$ cat src/rtl/video_token_capture.sv
// Video capture stage: samples RGB on pixel strobes and turns line/frame timing edges
// into an ordered pixel / end-of-line / end-of-frame token stream through a FWFT FIFO.
module video_token_capture #(
    parameter int DEPTH       = 16,
    parameter int SKIP_FRAMES = 1
) (
    input  logic        clk_main,
    input  logic        nreset,
    input  logic        enable,
    input  logic [5:0]  video_r,
    input  logic [5:0]  video_g,
    input  logic [5:0]  video_b,
    input  logic        V6M,
    input  logic        NHBK,
    input  logic        HVOT,
    output logic        tok_valid,
    input  logic        tok_ready,
    output logic [1:0]  tok_type,
    output logic [17:0] tok_data,
    output logic        overflow,
    output logic [7:0]  drop_count,
    output logic [7:0]  frame_count,
    output logic        capturing
);

    localparam int AW = $clog2(DEPTH);

    localparam logic [1:0] TOK_PIXEL = 2'b00;
    localparam logic [1:0] TOK_LINE  = 2'b01;
    localparam logic [1:0] TOK_FRAME = 2'b10;

    typedef enum logic [1:0] {
        ST_IDLE    = 2'd0,
        ST_ARM     = 2'd1,
        ST_CAPTURE = 2'd2
    } state_t;

    state_t      state;
    logic [3:0]  skip_cnt;

    logic        v6m_s1, v6m_s2;
    logic        nhbk_s1, nhbk_s2;
    logic        hvot_s1, hvot_s2;
    logic [17:0] rgb_s1;

    logic        pix_ev, line_ev, frame_ev;
    logic        push, push_ok, pop, full, empty;
    logic [1:0]  push_type;
    logic [17:0] push_data;
    logic [1:0]  drops;
    logic [8:0]  drop_sum;

    logic [19:0] mem [DEPTH];
    logic [AW:0] wr_ptr, rd_ptr;

    // s1 samples the raw inputs, s2 holds the previous s1 so edges are s1 vs s2.
    always_ff @(posedge clk_main or negedge nreset) begin
        if (!nreset) begin
            v6m_s1  <= 1'b0;
            v6m_s2  <= 1'b0;
            nhbk_s1 <= 1'b1;
            nhbk_s2 <= 1'b1;
            hvot_s1 <= 1'b1;
            hvot_s2 <= 1'b1;
            rgb_s1  <= '0;
        end else begin
            v6m_s1  <= V6M;
            v6m_s2  <= v6m_s1;
            nhbk_s1 <= NHBK;
            nhbk_s2 <= nhbk_s1;
            hvot_s1 <= HVOT;
            hvot_s2 <= hvot_s1;
            rgb_s1  <= {video_r, video_g, video_b};
        end
    end

    assign pix_ev   = v6m_s1 & ~v6m_s2 & nhbk_s1;
    assign line_ev  = nhbk_s1 & ~nhbk_s2;
    assign frame_ev = ~hvot_s1 & hvot_s2;

    // Frame beats line beats pixel; every losing event in the same cycle is a drop.
    always_comb begin
        push      = 1'b0;
        push_type = TOK_PIXEL;
        push_data = '0;
        drops     = 2'd0;
        if (state == ST_CAPTURE) begin
            if (frame_ev) begin
                push      = 1'b1;
                push_type = TOK_FRAME;
                drops     = {1'b0, line_ev} + {1'b0, pix_ev};
            end else if (line_ev) begin
                push      = 1'b1;
                push_type = TOK_LINE;
                drops     = {1'b0, pix_ev};
            end else if (pix_ev) begin
                push      = 1'b1;
                push_type = TOK_PIXEL;
                push_data = rgb_s1;
            end
        end
    end

    assign empty     = (wr_ptr == rd_ptr);
    assign full      = (wr_ptr[AW-1:0] == rd_ptr[AW-1:0]) && (wr_ptr[AW] != rd_ptr[AW]);
    assign tok_valid = ~empty;
    assign pop       = tok_valid & tok_ready;
    assign push_ok   = push & (~full | pop);
    assign drop_sum  = {1'b0, drop_count} + {7'b0, drops};

    assign tok_type  = tok_valid ? mem[rd_ptr[AW-1:0]][19:18] : 2'b00;
    assign tok_data  = tok_valid ? mem[rd_ptr[AW-1:0]][17:0]  : 18'h0;
    assign capturing = (state == ST_CAPTURE);

    always_ff @(posedge clk_main) begin
        if (push_ok) begin
            mem[wr_ptr[AW-1:0]] <= {push_type, push_data};
        end
    end

    always_ff @(posedge clk_main or negedge nreset) begin
        if (!nreset) begin
            wr_ptr <= '0;
            rd_ptr <= '0;
        end else begin
            if (push_ok) wr_ptr <= wr_ptr + (AW+1)'(1);
            if (pop)     rd_ptr <= rd_ptr + (AW+1)'(1);
        end
    end

    // Control FSM plus the status counters it owns.
    always_ff @(posedge clk_main or negedge nreset) begin
        if (!nreset) begin
            state       <= ST_IDLE;
            skip_cnt    <= 4'd0;
            overflow    <= 1'b0;
            drop_count  <= 8'd0;
            frame_count <= 8'd0;
        end else begin
            if (!enable) begin
                state <= ST_IDLE;
            end else begin
                case (state)
                    ST_IDLE: begin
                        state    <= ST_ARM;
                        skip_cnt <= 4'(SKIP_FRAMES);
                        overflow <= 1'b0;
                    end
                    ST_ARM: begin
                        if (skip_cnt == 4'd0) begin
                            state <= ST_CAPTURE;
                        end else if (frame_ev) begin
                            skip_cnt <= skip_cnt - 4'd1;
                            if (skip_cnt == 4'd1) state <= ST_CAPTURE;
                        end
                    end
                    ST_CAPTURE: state <= ST_CAPTURE;
                    default:    state <= ST_IDLE;
                endcase
            end
            if (push && !push_ok) overflow <= 1'b1;
            if (push_ok && push_type == TOK_FRAME) frame_count <= frame_count + 8'd1;
            drop_count <= drop_sum[8] ? 8'hFF : drop_sum[7:0];
        end
    end

endmodule
$ cat config.mk
export PLATFORM = sky130hd
export DESIGN_NAME = video_token_capture
export DESIGN_NICKNAME = d
export VERILOG_FILES = /design/src/rtl/video_token_capture.sv
export SDC_FILE = /design/constraint.sdc
export NUM_CORES = 1
export LEC_CHECK = 0
export BUFFER_PORTS_ARGS = -buffer_cell sky130_fd_sc_hd__buf_2
export CAP_MARGIN = 20
export CORE_ASPECT_RATIO = 0.8
export CORE_MARGIN = 5
export CORE_UTILIZATION = 60
export DETAILED_ROUTE_END_ITERATION = 8
export MAX_ROUTING_LAYER = met4
export PLACE_DENSITY = 0.77
export SYNTH_ARGS = -nofsm -noshare
export SYNTH_HDL_FRONTEND = slang
export SYNTH_SLANG_ARGS = --single-unit
$ cat constraint.sdc
create_clock -name clk_main -period 3.98 [get_ports clk_main]
set_input_delay 0.597 -clock clk_main [delete_from_list [all_inputs] [get_ports clk_main]]
set_output_delay 0.597 -clock clk_main [all_outputs]
set_load 0.02 [all_outputs]
==> results of run 1 <==
flip-flops by register name, summed over array words and instances (netlist names):
name / count
rd_ptr: 5
wr_ptr: 5
state: 2
drop_count: 8
hvot_s2: 1
frame_count: 8
overflow: 1
v6m_s2: 1
v6m_s1: 1
skip_cnt: 4
mem: 320
rgb_s1: 18
nhbk_s1: 1
hvot_s1: 1
nhbk_s2: 1
per-stage QoR:
stage	cells	hold WS, ns	util, %	cell area, um^2
global placement	1111	0.358	64.0	15500
finish	1175	0.162	68.5	16600
global route	1175	0.173	68.5	16600
CTS	1175	0.175	68.5	16600
floorplan	741	0.301	-	14700
detailed placement	1111	0.361	64.0	15500
logic make-up (layout without fill, tap and decap cells):
| family | Yosys count | in the layout |
|---|---|---|
| and+or+nand+nor | 94 | 94 |
| buffers and inverters | 53 | 169 |
| xor gates and xnor gates | 24 | 24 |
| muxes | 87 | 87 |
| DFF | 377 | 377 |
| AOI/OAI and AO/OA | 89 | 89 |
| adders and majority gates | 17 | 17 |
synth_stat cells, types with 12 or more instances:
| cell type | n | area share (%) |
|---|---|---|
| sky130_fd_sc_hd__a22oi_1 | 40 | 2.0 |
| sky130_fd_sc_hd__nand2_1 | 17 | 0.43 |
| sky130_fd_sc_hd__dfrtp_1 | 53 | 9.0 |
| sky130_fd_sc_hd__mux4_2 | 80 | 12 |
| sky130_fd_sc_hd__inv_1 | 17 | 0.43 |
| sky130_fd_sc_hd__and3_1 | 13 | 0.55 |
| sky130_fd_sc_hd__ha_1 | 16 | 1.4 |
| sky130_fd_sc_hd__xor2_1 | 21 | 1.3 |
| sky130_fd_sc_hd__clkbuf_1 | 21 | 0.54 |
| sky130_fd_sc_hd__edfxtp_1 | 320 | 65 |
| sky130_fd_sc_hd__and2_1 | 24 | 1.0 |
| sky130_fd_sc_hd__buf_2 | 12 | 0.41 |
| sky130_fd_sc_hd__a21oi_1 | 32 | 1.1 |
area by class of cell:
type	instances	area, um^2
fill	1482	7630
clock buffer	50	995
tap	318	398
sequential	377	11000
timing repair buffer	88	528
clock inverter	14	109
inverter	17	63.8
multi-input combinational	311	3480
report_power, final:
| part | switching (mW) | total (mW) | internal, mW |
|---|---|---|---|
| logic | 2.05 | 3.37 | 1.32 |
| registers | 0.191 | 4.67 | 4.48 |
| clock network | 1.38 | 3.20 | 1.82 |
| total | 3.61 | 11.2 | 7.62 |
per-layer routing:
layer / track usage (%) / routed length (um) / part of all wire (%) / up-vias
met2: 36.0 / 15000 / 46 / 434
li1: - / - / - / 3168
met5: - / 0 / 0 / -
met1: 36.4 / 13100 / 40 / 3918
met3: 6.34 / 3530 / 11 / 54
met4: 6.79 / 928 / 2.8 / 0
how the worst max path moves through the flow:
stage / to
6_report: tok_type[1]
2_1_floorplan: mem[15][0]$_DFFE_PP_
3_5_place_dp: tok_type[1]
4_1_cts: tok_type[1]
3_3_place_gp: tok_data[0]
5_1_grt: tok_type[1]
==> impl_metrics.ini, run 1 <==
[timing]
final_critical_path_setup_slack_ns = 0.429
max_slew_margin_pct = 32.7
totalNegativeSetupSlack_ns = 0
final_min_period_over_clock_period_pct = 89.2
fmax_ghz = 0.282
grt_setup_unrepaired = false
timing_hold_violations_final = 0
setup_viol = 0
tightestPinTransition_ns = 1.00
min_period_ns = 3.55
maxSlewViolCount = 0
final.setup_skew_ns = 0.0262

[cts]
tritoncts.num_buffers = 36
cts.root.buffer_cell = sky130_fd_sc_hd__clkbuf_16
clk_pin_slew_worst_paths_ns = 0.06
tritoncts = built
cts.path.max_buffers = 3
ctsHtreeMaxLevel = 2
post_cts_resized = 0
postCtsHoldBufs = 0
tritoncts_num_sinks = 377
clkLatencyLatePin_ns = 0.52
cts_post_setup_buffers_inserted = 0

[logic_synthesis]
post_synthesis_sequential_area_ratio_pct = 75.0
ys_ff_latch = 377
ys_async_sr_fraction_pct = 15.1
number_of_enable_type_register_cells_in_the_synthesized_netlist = 320
simple_gate_share_of_the_synthesized_area_pct = 3.72
portion_of_netlist_area_occupied_by_mux_cells_pct = 12.8
synth.net_count = 783
synthCells = 741
yosys.area_share.xor_xnor_pct = 1.48
yosys.area_share.adder_pct = 1.50
compound_gate_fraction_of_synth_area_pct = 4.02
dominant_combinational_cell_family_by_area_after_synthesis = multiplexers
yosys_most_used_dff = sky130_fd_sc_hd__edfxtp_1
post_synth_num_cell_types = 44
synth.avg_cell_area_um2 = 19.9
synthesis_warnings = 0
synthesis.area_um2 = 14700

[final_layout]
final_layout_size_suffix_gt1_share_pct = 27.2
layout-area-overhead-vs-synth_pct = 12.9
mostFrequentLayoutCells = sky130_fd_sc_hd__edfxtp_1 (320), sky130_fd_sc_hd__mux4_2 (80), sky130_fd_sc_hd__buf_2 (63)
layout_commonest_cell = sky130_fd_sc_hd__edfxtp_1
antenna_cells = 0
finalNetCount = 873

[floorplanning]
die-area_um2 = 27800
num_rows = 51
boundaryPins = 64
initial_core_util_pct = 60.7
core_um2 = 24200
die_x_um = 185
dieHeight_um = 150

[drt]
drt_pre_antenna_iters = 5
avgViaCountPerCell = 6.45
remaining_drc_errors = 0
wire_length_per_cell_um = 27.8
route.vias.total = 7574
first_iter_violations = 980
drtAntennaViolNets = 0
wl_um = 32600

[worst_setup_path]
cp-start-kind = flip-flop
crit_family = simple AND/OR/NAND/NOR gates
worstRegToRegCells = 9
rr_endpoint = mem[3][10]$_DFFE_PP_
r2r_start = nhbk_s1$_DFF_PN1_
required_time_at_the_endpoint_of_the_critical_path_ns = 3.38
worst-path-stages = 6
r2r_slack_ns = 1.19
worst_ep_arrival_time_ns = 2.95
critPathSlowestCell = sky130_fd_sc_hd__and2_1
path_cells = xor2_1 -> nor4_4 -> buf_4 -> and2_1 -> a21oi_1 -> buf_2
path_class = reg2out
start_point_of_the_critical_path = rd_ptr[1]$_DFFE_PN0P_
cpPeakStageDelay_ns = 0.81
critPathMaxFanout = 21
cp-end-kind = output pin
cp_num_buf_inv = 2

[place]
buffer_ports.inserted = 63
dp.final_hpwl_um = 19800
post-place-ws_ns = 0.965
gp_routability_congestion = 0.885

[power_and_ir_drop]
irDropWorstVdd_mv = 0.526
power-per-cell-area_nw_per_um2 = 676
leakagePower_nw = 5.44
finalPower_mw = 11.2

[global_route]
antenna_violations_before_repair = 1
grt_pass1_vias = 7700
grt_util_all_layers_pct = 25.0
largest_net_degree_at_the_start_of_global_routing = 84
grt_pass1_wl_um = 49000
grt_remaining_overflow = 0

[flow_run]
max-cap-violations = 0

[run_status]
status = completed

[worst_hold_path]
holdCritPathClass = in2async
Power figures use the tool's default switching activity.
==> inputs of run 2 (changes only) <==
Settings changed: ABC_CLOCK_PERIOD_IN_PS from default to 3980, CORE_MARGIN 5 to 1.5, CTS_BUF_LIST from default to sky130_fd_sc_hd__clkbuf_4 sky130_fd_sc_hd__clkbuf_8.
==> run 2 against run 1 <==
Net effect: die area is 8.3% lower; clock-buffer cell count is 25 higher; non-clock buffer count is 3 higher; sequential power is 3% higher; sequential share of layout area is 0.31 points lower; first-iteration DRC count is 13% lower; combinational power is 5% lower; clock skew is 0.022 ns higher.
==> impl_metrics.ini, run 2 (same netlist as run 1, synthesis figures left out) <==
[run_status]
status = completed

[timing]
final_min_period_over_clock_period_pct = 88.5
max_slew_margin_pct = 34.9
tightestPinTransition_ns = 0.976
final.setup_skew_ns = 0.0484
min_period_ns = 3.52
fmax_ghz = 0.284
grt_setup_unrepaired = false
setup_viol = 0
maxSlewViolCount = 0
totalNegativeSetupSlack_ns = 0
timing_hold_violations_final = 0

[power_and_ir_drop]
leakagePower_nw = 5.54
power-per-cell-area_nw_per_um2 = 667
irDropWorstVdd_mv = 0.427

[worst_setup_path]
cp-end-kind = output pin
cp-start-kind = flip-flop
worst_ep_arrival_time_ns = 2.92
path_class = reg2out
required_time_at_the_endpoint_of_the_critical_path_ns = 3.38
critPathMaxFanout = 23

[floorplanning]
die_x_um = 178
initial_core_util_pct = 60.8
core_um2 = 24200
boundaryPins = 64
die-area_um2 = 25500
dieHeight_um = 143
num_rows = 51

[final_layout]
layout.cells.non_filler = 1220
antenna_cells = 0
number_of_flip_flops_in_the_largest_register = 320
final_layout_size_suffix_gt1_share_pct = 31.0
layout-area-overhead-vs-synth_pct = 13.5
layout_commonest_cell = sky130_fd_sc_hd__edfxtp_1
final.fill_count = 1474
finalNetCount = 896
mostFrequentLayoutCells = sky130_fd_sc_hd__edfxtp_1 (320), sky130_fd_sc_hd__mux4_2 (80), sky130_fd_sc_hd__buf_2 (63)

[drt]
drtAntennaViolNets = 0
remaining_drc_errors = 0
route.vias.total = 7658
first_iter_violations = 853
wire_length_per_cell_um = 25.8
wl_um = 31400
drt_pre_antenna_iters = 5
avgViaCountPerCell = 6.28

[global_route]
grt_pass1_vias = 7669
grt_pass1_wl_um = 47500
antenna_violations_before_repair = 0
grt_util_all_layers_pct = 27.0
grt_remaining_overflow = 0
largest_net_degree_at_the_start_of_global_routing = 54

[cts]
tritoncts = built
clkLatencyLatePin_ns = 0.61
cts.path.max_buffers = 3
cts.root.buffer_cell = sky130_fd_sc_hd__clkbuf_8
tritoncts.num_buffers = 56
clk_pin_slew_worst_paths_ns = 0.06
tritoncts_num_sinks = 377
post_cts_resized = 0
ctsHtreeMaxLevel = 2

[place]
gp_routability_congestion = 0.860
place_inst = 1113
buffer_ports.inserted = 63
dp.final_hpwl_um = 19700

[worst_hold_path]
holdCritPathClass = in2reg

[flow_run]
max-cap-violations = 0
run 2: through the flow:
step	hold WS (ns)	area (um^2)	util, %	power, mW	setup slack (ns)
finish	0.121	16700	69.0	11.1	0.458
global route	0.0843	16700	69.0	11.6	0.309
CTS	0.0972	16700	69.0	11.2	0.419
detailed placement	0.357	15500	64.3	8.09	1.05
global placement	0.356	15500	64.3	8.00	1.07
floorplan	0.301	14700	-	7.01	0.998
run 2: what timing repair did:
action	in CTS	in global routing
hold buffers	1	0
setup buffers	0	0
hold endpoints to repair	14	0
run 2: worst max-delay path: stages (launching register included):
cell,delay (ns)
sky130_fd_sc_hd__dfrtp_4,0.75
sky130_fd_sc_hd__buf_12,0.28
sky130_fd_sc_hd__mux4_2,0.53
sky130_fd_sc_hd__a22oi_1,0.44
sky130_fd_sc_hd__a21oi_1,0.12
sky130_fd_sc_hd__buf_2,0.18
run 2: metal layers:
layer  share of wire, %  track usage, %
met1                 41            39.9
met2                 46            37.9
met3                 10            5.56
met4                3.0            9.29
met5                  0               -
run 2: final cells by class:
class	instances	area, um^2	share of cell area [%]
clock buffer	75	938	5.62
clock inverter	31	204	1.22
timing repair buffer	91	566	3.39
sequential	377	11000	66.2
multi-input combinational	311	3480	20.8
tap	318	398	2.38
inverter	17	63.8	0.382
run 2: final timing paths:
check	to	cells past startpoint	start	slack, ns
max	tok_data[1]	5	rd_ptr[0]$_DFFE_PN0P_	0.46
min reg2reg	hvot_s2$_DFF_PN1_	0	hvot_s1$_DFF_PN1_	0.36
max in group asynchronous	hvot_s1$_DFF_PN1_	3	nreset	2.60
min in group asynchronous	wr_ptr[0]$_DFFE_PN0P_	2	nreset	0.47
max reg2reg	mem[11][12]$_DFFE_PP_	6	rd_ptr[1]$_DFFE_PN0P_	1.20
min	rgb_s1[7]$_DFF_PN0_	1	video_g[1]	0.12
run 2: report_power, final:
part / switching [mW] / total (mW) / internal (mW)
Combinational: 1.87 / 3.20 / 1.34
Clock: 1.45 / 3.13 / 1.68
Sequential: 0.329 / 4.81 / 4.48
Total: 3.64 / 11.1 / 7.50
